`src/rtl/receptor_serial.sv`:
```
// 7-bit MSB-first serial-in/parallel-out receiver, mode on {ch1,ch0}: 00 hold, 01 receive, 10 clear, 11 abort.
// Optional even-parity 8th bit: define RECEPTOR_PARIDADE_EN.
module receptor_serial (
  input  logic       clk,
  input  logic       rst,
  input  logic       d,
  input  logic       ch0,
  input  logic       ch1,
  output logic [6:0] saidas_receptor,
  output logic       valido,
  output logic       ocupado,
  output logic       erro_paridade
);

  typedef enum logic [1:0] {
    IDLE = 2'd0,
    RECV = 2'd1
`ifdef RECEPTOR_PARIDADE_EN
    , PAR = 2'd2
`endif
  } state_t;

  localparam logic [1:0] M_HOLD  = 2'b00;
  localparam logic [1:0] M_RECV  = 2'b01;
  localparam logic [1:0] M_CLEAR = 2'b10;
  localparam logic [1:0] M_ABORT = 2'b11;

  state_t     state, state_nxt;
  logic [1:0] mode;
  logic [6:0] sr;
  logic [2:0] cnt;
  logic [6:0] shifted;
  logic       last_bit;

  assign mode     = {ch1, ch0};
  assign shifted  = {sr[5:0], d};
  assign last_bit = (cnt == 3'd6);

  always_ff @(posedge clk or posedge rst) begin
    if (rst) state <= IDLE;
    else     state <= state_nxt;
  end

  always_comb begin
    state_nxt = state;
    case (mode)
      M_CLEAR, M_ABORT: state_nxt = IDLE;
      M_RECV: begin
        case (state)
          IDLE: state_nxt = RECV;
`ifdef RECEPTOR_PARIDADE_EN
          RECV: state_nxt = last_bit ? PAR : RECV;
          PAR:  state_nxt = IDLE;
`else
          RECV: state_nxt = last_bit ? IDLE : RECV;
`endif
          default: state_nxt = IDLE;
        endcase
      end
      default: state_nxt = state;
    endcase
  end

  always_comb begin
    ocupado = (state != IDLE);
  end

`ifdef RECEPTOR_PARIDADE_EN
  logic [6:0] word_q;
  logic       erro_q;
  assign erro_paridade = erro_q;
`else
  assign erro_paridade = 1'b0;
`endif

  // valido defaults low every edge so it is a single-cycle pulse even across holds
  always_ff @(posedge clk or posedge rst) begin
    if (rst) begin
      sr              <= '0;
      cnt             <= '0;
      saidas_receptor <= '0;
      valido          <= 1'b0;
`ifdef RECEPTOR_PARIDADE_EN
      word_q          <= '0;
      erro_q          <= 1'b0;
`endif
    end else begin
      valido <= 1'b0;
      case (mode)
        M_RECV: begin
          case (state)
            IDLE: begin
              sr  <= shifted;
              cnt <= 3'd1;
            end
            RECV: begin
              sr <= shifted;
              if (last_bit) begin
                cnt <= '0;
`ifdef RECEPTOR_PARIDADE_EN
                word_q <= shifted;
`else
                saidas_receptor <= shifted;
                valido          <= 1'b1;
`endif
              end else begin
                cnt <= cnt + 3'd1;
              end
            end
`ifdef RECEPTOR_PARIDADE_EN
            PAR: begin
              saidas_receptor <= word_q;
              erro_q          <= ^{word_q, d};
              valido          <= 1'b1;
            end
`endif
            default: ;
          endcase
        end
        M_CLEAR: begin
          sr              <= '0;
          cnt             <= '0;
          saidas_receptor <= '0;
`ifdef RECEPTOR_PARIDADE_EN
          erro_q          <= 1'b0;
`endif
        end
        M_ABORT: begin
          sr  <= '0;
          cnt <= '0;
        end
        default: ;
      endcase
    end
  end

  logic unused_hold;
  assign unused_hold = (M_HOLD == 2'b00);

endmodule
```
`config.mk`:
```
export PLATFORM = sky130hd
export DESIGN_NAME = receptor_serial
export DESIGN_NICKNAME = d
export VERILOG_FILES = /design/src/rtl/receptor_serial.sv
export SDC_FILE = /design/constraint.sdc
export NUM_CORES = 1
export LEC_CHECK = 0
export CORE_MARGIN = 5
export CORE_UTILIZATION = 53
export CTS_CLUSTER_SIZE = 25
export DETAILED_ROUTE_END_ITERATION = 10
export HOLD_SLACK_MARGIN = 0.12
export PLACE_DENSITY_LB_ADDON = 0.2
export SYNTH_ARGS = -nofsm -noshare
export SYNTH_HDL_FRONTEND = slang
export SYNTH_SLANG_ARGS = --single-unit
export TNS_END_PERCENT = 100
```
`constraint.sdc`:
```
create_clock -name clk -period 2.85 [get_ports clk]
set_clock_uncertainty 0.05 [all_clocks]
set_input_delay 0.285 -clock clk [delete_from_list [all_inputs] [get_ports clk]]
set_output_delay 0.285 -clock clk [all_outputs]
set_load 0.01 [all_outputs]
```
==> reports/results.txt, run 1 <==
Slew @ Worst Pin - 666 ps
status - completed
core area - 1470 µm²
CTS max path bufs - 2
number of synthesized flops with an enable pin - 0
cell chain of the critical path - clkdlybuf4s50_1
Hold WS - 321 ps
Critical Path RT - 2520 ps
Slew HR - 55.5%
Hold Vio Cnt, Final - 0
cell taking the most area after synthesis - dfrtp_1
IO Count - 15
CTS tree - yes
hold buffers post-CTS - 0
gp weighted congestion - 0.713
syn_nets - 81
Initial Util - 54.5%
vias per cell - 5.28
largest net degree at the start of global routing - 19
clk_lat worst skew - 290 ps
static leakage - 0.433 nW
initial DRC count - 15
first-pass GRT wire length - 2390 µm
ANT cells - 0
Fmax - 609 MHz
PD cells - 468 nW/µm²
GRT Residual Overflow - 0
initial antenna violation count - 0
setup repair bufs after CTS - 0
Critical path buffers and inverters - 1
full die area - 2390 µm²
Critical Path Max Stage Delay - 570 ps
PostCTS Resize Cnt - 0
fraction of registers with async set/reset - 100%
vias - 565
Tot GR Track Use - 12.6%
hold crit path type - in2async
count leader, synth - dfrtp_1
worst vdd ir - 298 µV
critical path class - reg2out
Max Slew Vio Count - 0
Crit path max-delay family - buffers and inverters
final setup TNS - 0 ps
distinct cell type count after synthesis - 22
max cap viols - 0
period utilization - 57.6%
kind of end point of the critical path - primary output
Main synth FF type - dfrtp_1
final net count - 97
synth warn - 0
share of the yosys chip area belonging to registers - 56.2%
Inserted Clock Buffers - 3
Die W - 48.9 µm
Crit Path Max Fanout - 6
Crit path arrival time - 1310 ps
share of cells above drive strength 1 - 8.79%
top cells by count, synth - dfrtp_1 (18), mux2i_1 (13), inv_1 (9), nand2_1 (9), nor2_1 (8)
Slowest cell on crit path - clkdlybuf4s50_1
clock-pin transition on the worst setup and hold timing paths - 110 ps
mean routed wirelength per cell - 13.6 µm
port bufs - 13
Tmin final - 1640 ps
unrepaired setup endpoints after global routing - false
post-synthesis register bit count - 18
number of global-route vias before repair - 524
Synth-to-Final Area Change - 21.7%
startpoint types - flip-flop
Die Y - 48.9 µm
Detail Placement HPWL - 1080 µm
First-pass DRT Iterations - 4
Mapped Area - 802 µm²
root buffer cell - clkbuf_4
syn_area_per_cell - 10.6 µm²
# DRC - 0
CTS H-tree lvls - 1
area fraction of the dominant cell type after synthesis - 56.2%
ranking of synthesized cells by area - dfrtp_1 (56%), mux2i_1 (16%), inv_1 (4.2%), nand2_1 (4.2%), nor2_1 (3.7%)
Final ANT Viol Nets - 0
Syn Inst Count - 76
Routed WL - 1450 µm
Final Setup Violations - 0
row cnt - 14
CTS sink cnt - 18
## power breakdown
group          switching [mW]  internal [mW]  total, mW  leakage, nW
Sequential            0.00605          0.259      0.265        0.248
Clock                  0.0799         0.0778      0.158       0.0210
Combinational          0.0190         0.0148     0.0337        0.165
## cell usage in the layout, fill, tap and decap left out, drive strengths merged, types with 2 or more instances in the layout
cell and instances:
a21oi 2, buf 2, clkbuf 4, clkdlybuf4s50 13, dfrtp 18, inv 9
mux2i 13, nand2 10, nor2 8, nor3 2
## sequential cells by signal, indices dropped and copies added, names as in the netlist
register and flops:
cnt 3, saidas_receptor 7, sr 6, state 1
valido 1
## stage by stage
stage | area (µm²) | cells | worst slack, ps | power, mW | util (%)
floorplan | 802 | 76 | 1620 | 0.291 | -
global placement | 940 | 103 | 1050 | 0.303 | 63.9
detailed placement | 940 | 103 | 1020 | 0.304 | 63.9
CTS | 976 | 107 | 1200 | 0.458 | 66.3
global route | 976 | 107 | 1150 | 0.474 | 66.3
finish | 976 | 107 | 1210 | 0.457 | 66.3
## area by class of cell
cell class / instances / area [µm²]
timing repair buffer: 15 / 145
multi-input combinational: 45 / 290
clock buffer: 4 / 36.3
sequential: 18 / 450
inverter: 9 / 33.8
tap: 16 / 20.0
fill: 114 / 495
## per-layer routing
layer | GRT usage [%] | wire length, µm
met5 | 0 | 0
met2 | 19.6 | 677
met4 | 5.38 | 23
met3 | 3.36 | 114
met1 | 16.4 | 637
## logic make-up (layout without fill, tap and decap cells)
kind of cell,Yosys count,after routing,synth area share [%]
AO/OA/AOI/OAI,6,6,4.52
flip-flops,18,18,56.2
multiplexers,13,13,16.2
buffers and inverters,13,28,7.64
AND/OR/NAND/NOR,25,25,15.0
other,1,1,0.468
## worst paths after layout
| path | slack, ps | depth (start not counted) | endpoint | start |
|---|---|---|---|---|
| min in group clk | 480 | 2 | saidas_receptor[1]$_DFFE_PP0P_ | saidas_receptor[1]$_DFFE_PP0P_ |
| worst max register to register | 1530 | 4 | saidas_receptor[2]$_DFFE_PP0P_ | state[0]$_DFFE_PP0P_ |
| worst min-delay path | 320 | 2 | saidas_receptor[6]$_DFFE_PP0P_ | rst |
| worst max-delay path | 1210 | 1 | ocupado | state[0]$_DFFE_PP0P_ |
| max in group asynchronous | 2000 | 2 | sr[1]$_DFFE_PP0P_ | rst |
| worst min register to register | 480 | 2 | saidas_receptor[1]$_DFFE_PP0P_ | saidas_receptor[1]$_DFFE_PP0P_ |
No activity file was read; power rests on OpenSTA's default activity.
==> run 2: changes to the inputs <==
CORE_UTILIZATION = 49   (was 53)
clock period = 1.7 ns   (was 2.85 ns; I/O delays follow)
==> run 2 against run 1 <==
Setup slack lost 1000 ps. Highest routed layer unchanged. Largest power group unchanged. Design area is 2.3% higher. Via count fell by 1.8%. Wire length is 4.8% lower. Combinational power is 83% higher. Die area is 6.5% higher. Non-clock buffer count up 3.
==> reports/results.txt, run 2 (synthesis results as in run 1) <==
Hold Vio Cnt, Final - 0
# DRC - 0
Crit path arrival time - 1310 ps
largest net degree at the start of global routing - 19
Clk pwr share - 33.8%
final setup TNS - 0 ps
worst vdd ir - 492 µV
core area - 1520 µm²
most common cell after layout, fill and taps aside - dfrtp_1
max cap viols - 0
Die Y - 50.5 µm
final net count - 100
Levels on crit path - 1
period utilization - 90.2%
CTS sink cnt - 18
hold buffers post-CTS - 0
setup repair bufs after CTS - 0
Multi-input gate area - 290 µm²
vias - 555
Die W - 50.5 µm
Inserted Clock Buffers - 3
Worst Reg-to-Reg Cells - 4
filler cell count - 129
full die area - 2550 µm²
Combinational Power Share - 8.1%
Critical Path RT - 1480 ps
Critical path buffers and inverters - 1
Final Setup Violations - 0
gp weighted congestion - 0.836
share of cells above drive strength 1 - 11.7%
PD cells - 765 nW/µm²
Power Internal - 595 µW
Sw Share - 22.2%
Final ANT Viol Nets - 0
Cells after DPL - 106
PostCTS Resize Cnt - 0
vias per cell - 5.05
Tmin final - 1530 ps
CTS max path bufs - 2
Detail Placement HPWL - 1000 µm
Tot GR Track Use - 12.8%
static leakage - 0.448 nW
initial DRC count - 4
Most flops, register - saidas_receptor
kind of end point of the critical path - primary output
Seq pwr share - 58.2%
Routed WL - 1380 µm
critical path class - reg2out
startpoint types - flip-flop
clk_lat worst skew - 290 ps
max FFs per register - 7
Max Slew Vio Count - 0
IO Count - 15
ANT cells - 0
Fmax - 652 MHz
hold crit path type - in2async
row cnt - 14
clock-pin transition on the worst setup and hold timing paths - 100 ps
unrepaired setup endpoints after global routing - false
Cell Count, Final, Fillers Out - 110
CTS H-tree lvls - 1
FF/Latch Area - 450 µm²
CTS tree - yes
First-pass DRT Iterations - 2
number of global-route vias before repair - 539
commonest cells after routing, fill and taps aside - dfrtp_1 (18), mux2i_1 (13), clkdlybuf4s50_1 (13), inv_1 (9), nand2_1 (9)
Slowest cell on crit path - clkdlybuf4s50_1
cell chain of the critical path - clkdlybuf4s50_1
first-pass GRT wire length - 2440 µm
mean routed wirelength per cell - 12.6 µm
Crit path max-delay family - buffers and inverters
Crit Path Max Fanout - 6
Initial Util - 52.6%
initial antenna violation count - 0
Critical Path Max Stage Delay - 570 ps
Net Switching - 170 µW
Synth-to-Final Area Change - 24.5%
GRT Residual Overflow - 0
Setup WS post-layout - 167 ps
port bufs - 13
root buffer cell - clkbuf_4
Place WS - 67.7 ps
Largest regs - saidas_receptor (7), sr (6), cnt (3)
status - completed
Tot Pwr - 764 µW
run 2: cell types whose count changed in the layout (fill, tap and decap cells not counted), sizes merged:
cell and delta:
buf +3
run 2: final timing paths:
path	from	endpoint	slack, ps
max in group asynchronous	rst	sr[3]$_DFFE_PP0P_	1280
setup / recovery	state[0]$_DFFE_PP0P_	ocupado	170
min in group clk	d	saidas_receptor[0]$_DFFE_PP0P_	390
hold reg to reg	saidas_receptor[6]$_DFFE_PP0P_	saidas_receptor[6]$_DFFE_PP0P_	480
hold / removal	rst	saidas_receptor[4]$_DFFE_PP0P_	130
setup reg to reg	state[0]$_DFFE_PP0P_	saidas_receptor[4]$_DFFE_PP0P_	330
run 2: metal layers:
metal	GRT usage (%)	wire length, µm	part of all wire (%)
met5	0	0	0
met4	7.66	11	0.80
met3	3.85	83	6.0
met1	16.0	629	46
met2	19.4	658	48
run 2: worst register-to-register path, stage by stage (launching register included):
cell and delay [ps]:
dfrtp_1 450, nand2_2 110, nor4_2 240, buf_4 230, mux2i_1 210
run 2: final cells by class:
type | count | share of cell area (%)
repair buffers | 18 | 16.8
clock buffers | 4 | 3.63
flip-flops and latches | 18 | 45.1
multi-input cells | 45 | 29.1
inverters | 9 | 3.38
well taps | 16 | 2.01
run 2: power groups by stage:
| stage | sequential, mW | combinational, mW | clock [mW] |
|---|---|---|---|
| 2_1_floorplan | 0.451 | 0.0366 | 0 |
| 3_3_place_gp | 0.452 | 0.0619 | 0 |
| 3_5_place_dp | 0.453 | 0.0625 | 0 |
| 4_1_cts | 0.444 | 0.0625 | 0.271 |
| 5_1_grt | 0.446 | 0.0693 | 0.290 |
| 6_report | 0.445 | 0.0617 | 0.258 |
run 2: metrics by stage:
stage	utilization, %	hold WS (ps)	instance area (µm²)
after floorplan	-	58.6	802
after global placement	63.1	453	962
after detailed placement	63.1	459	962
after CTS	65.5	129	998
after global routing	65.5	151	998
final	65.5	135	998
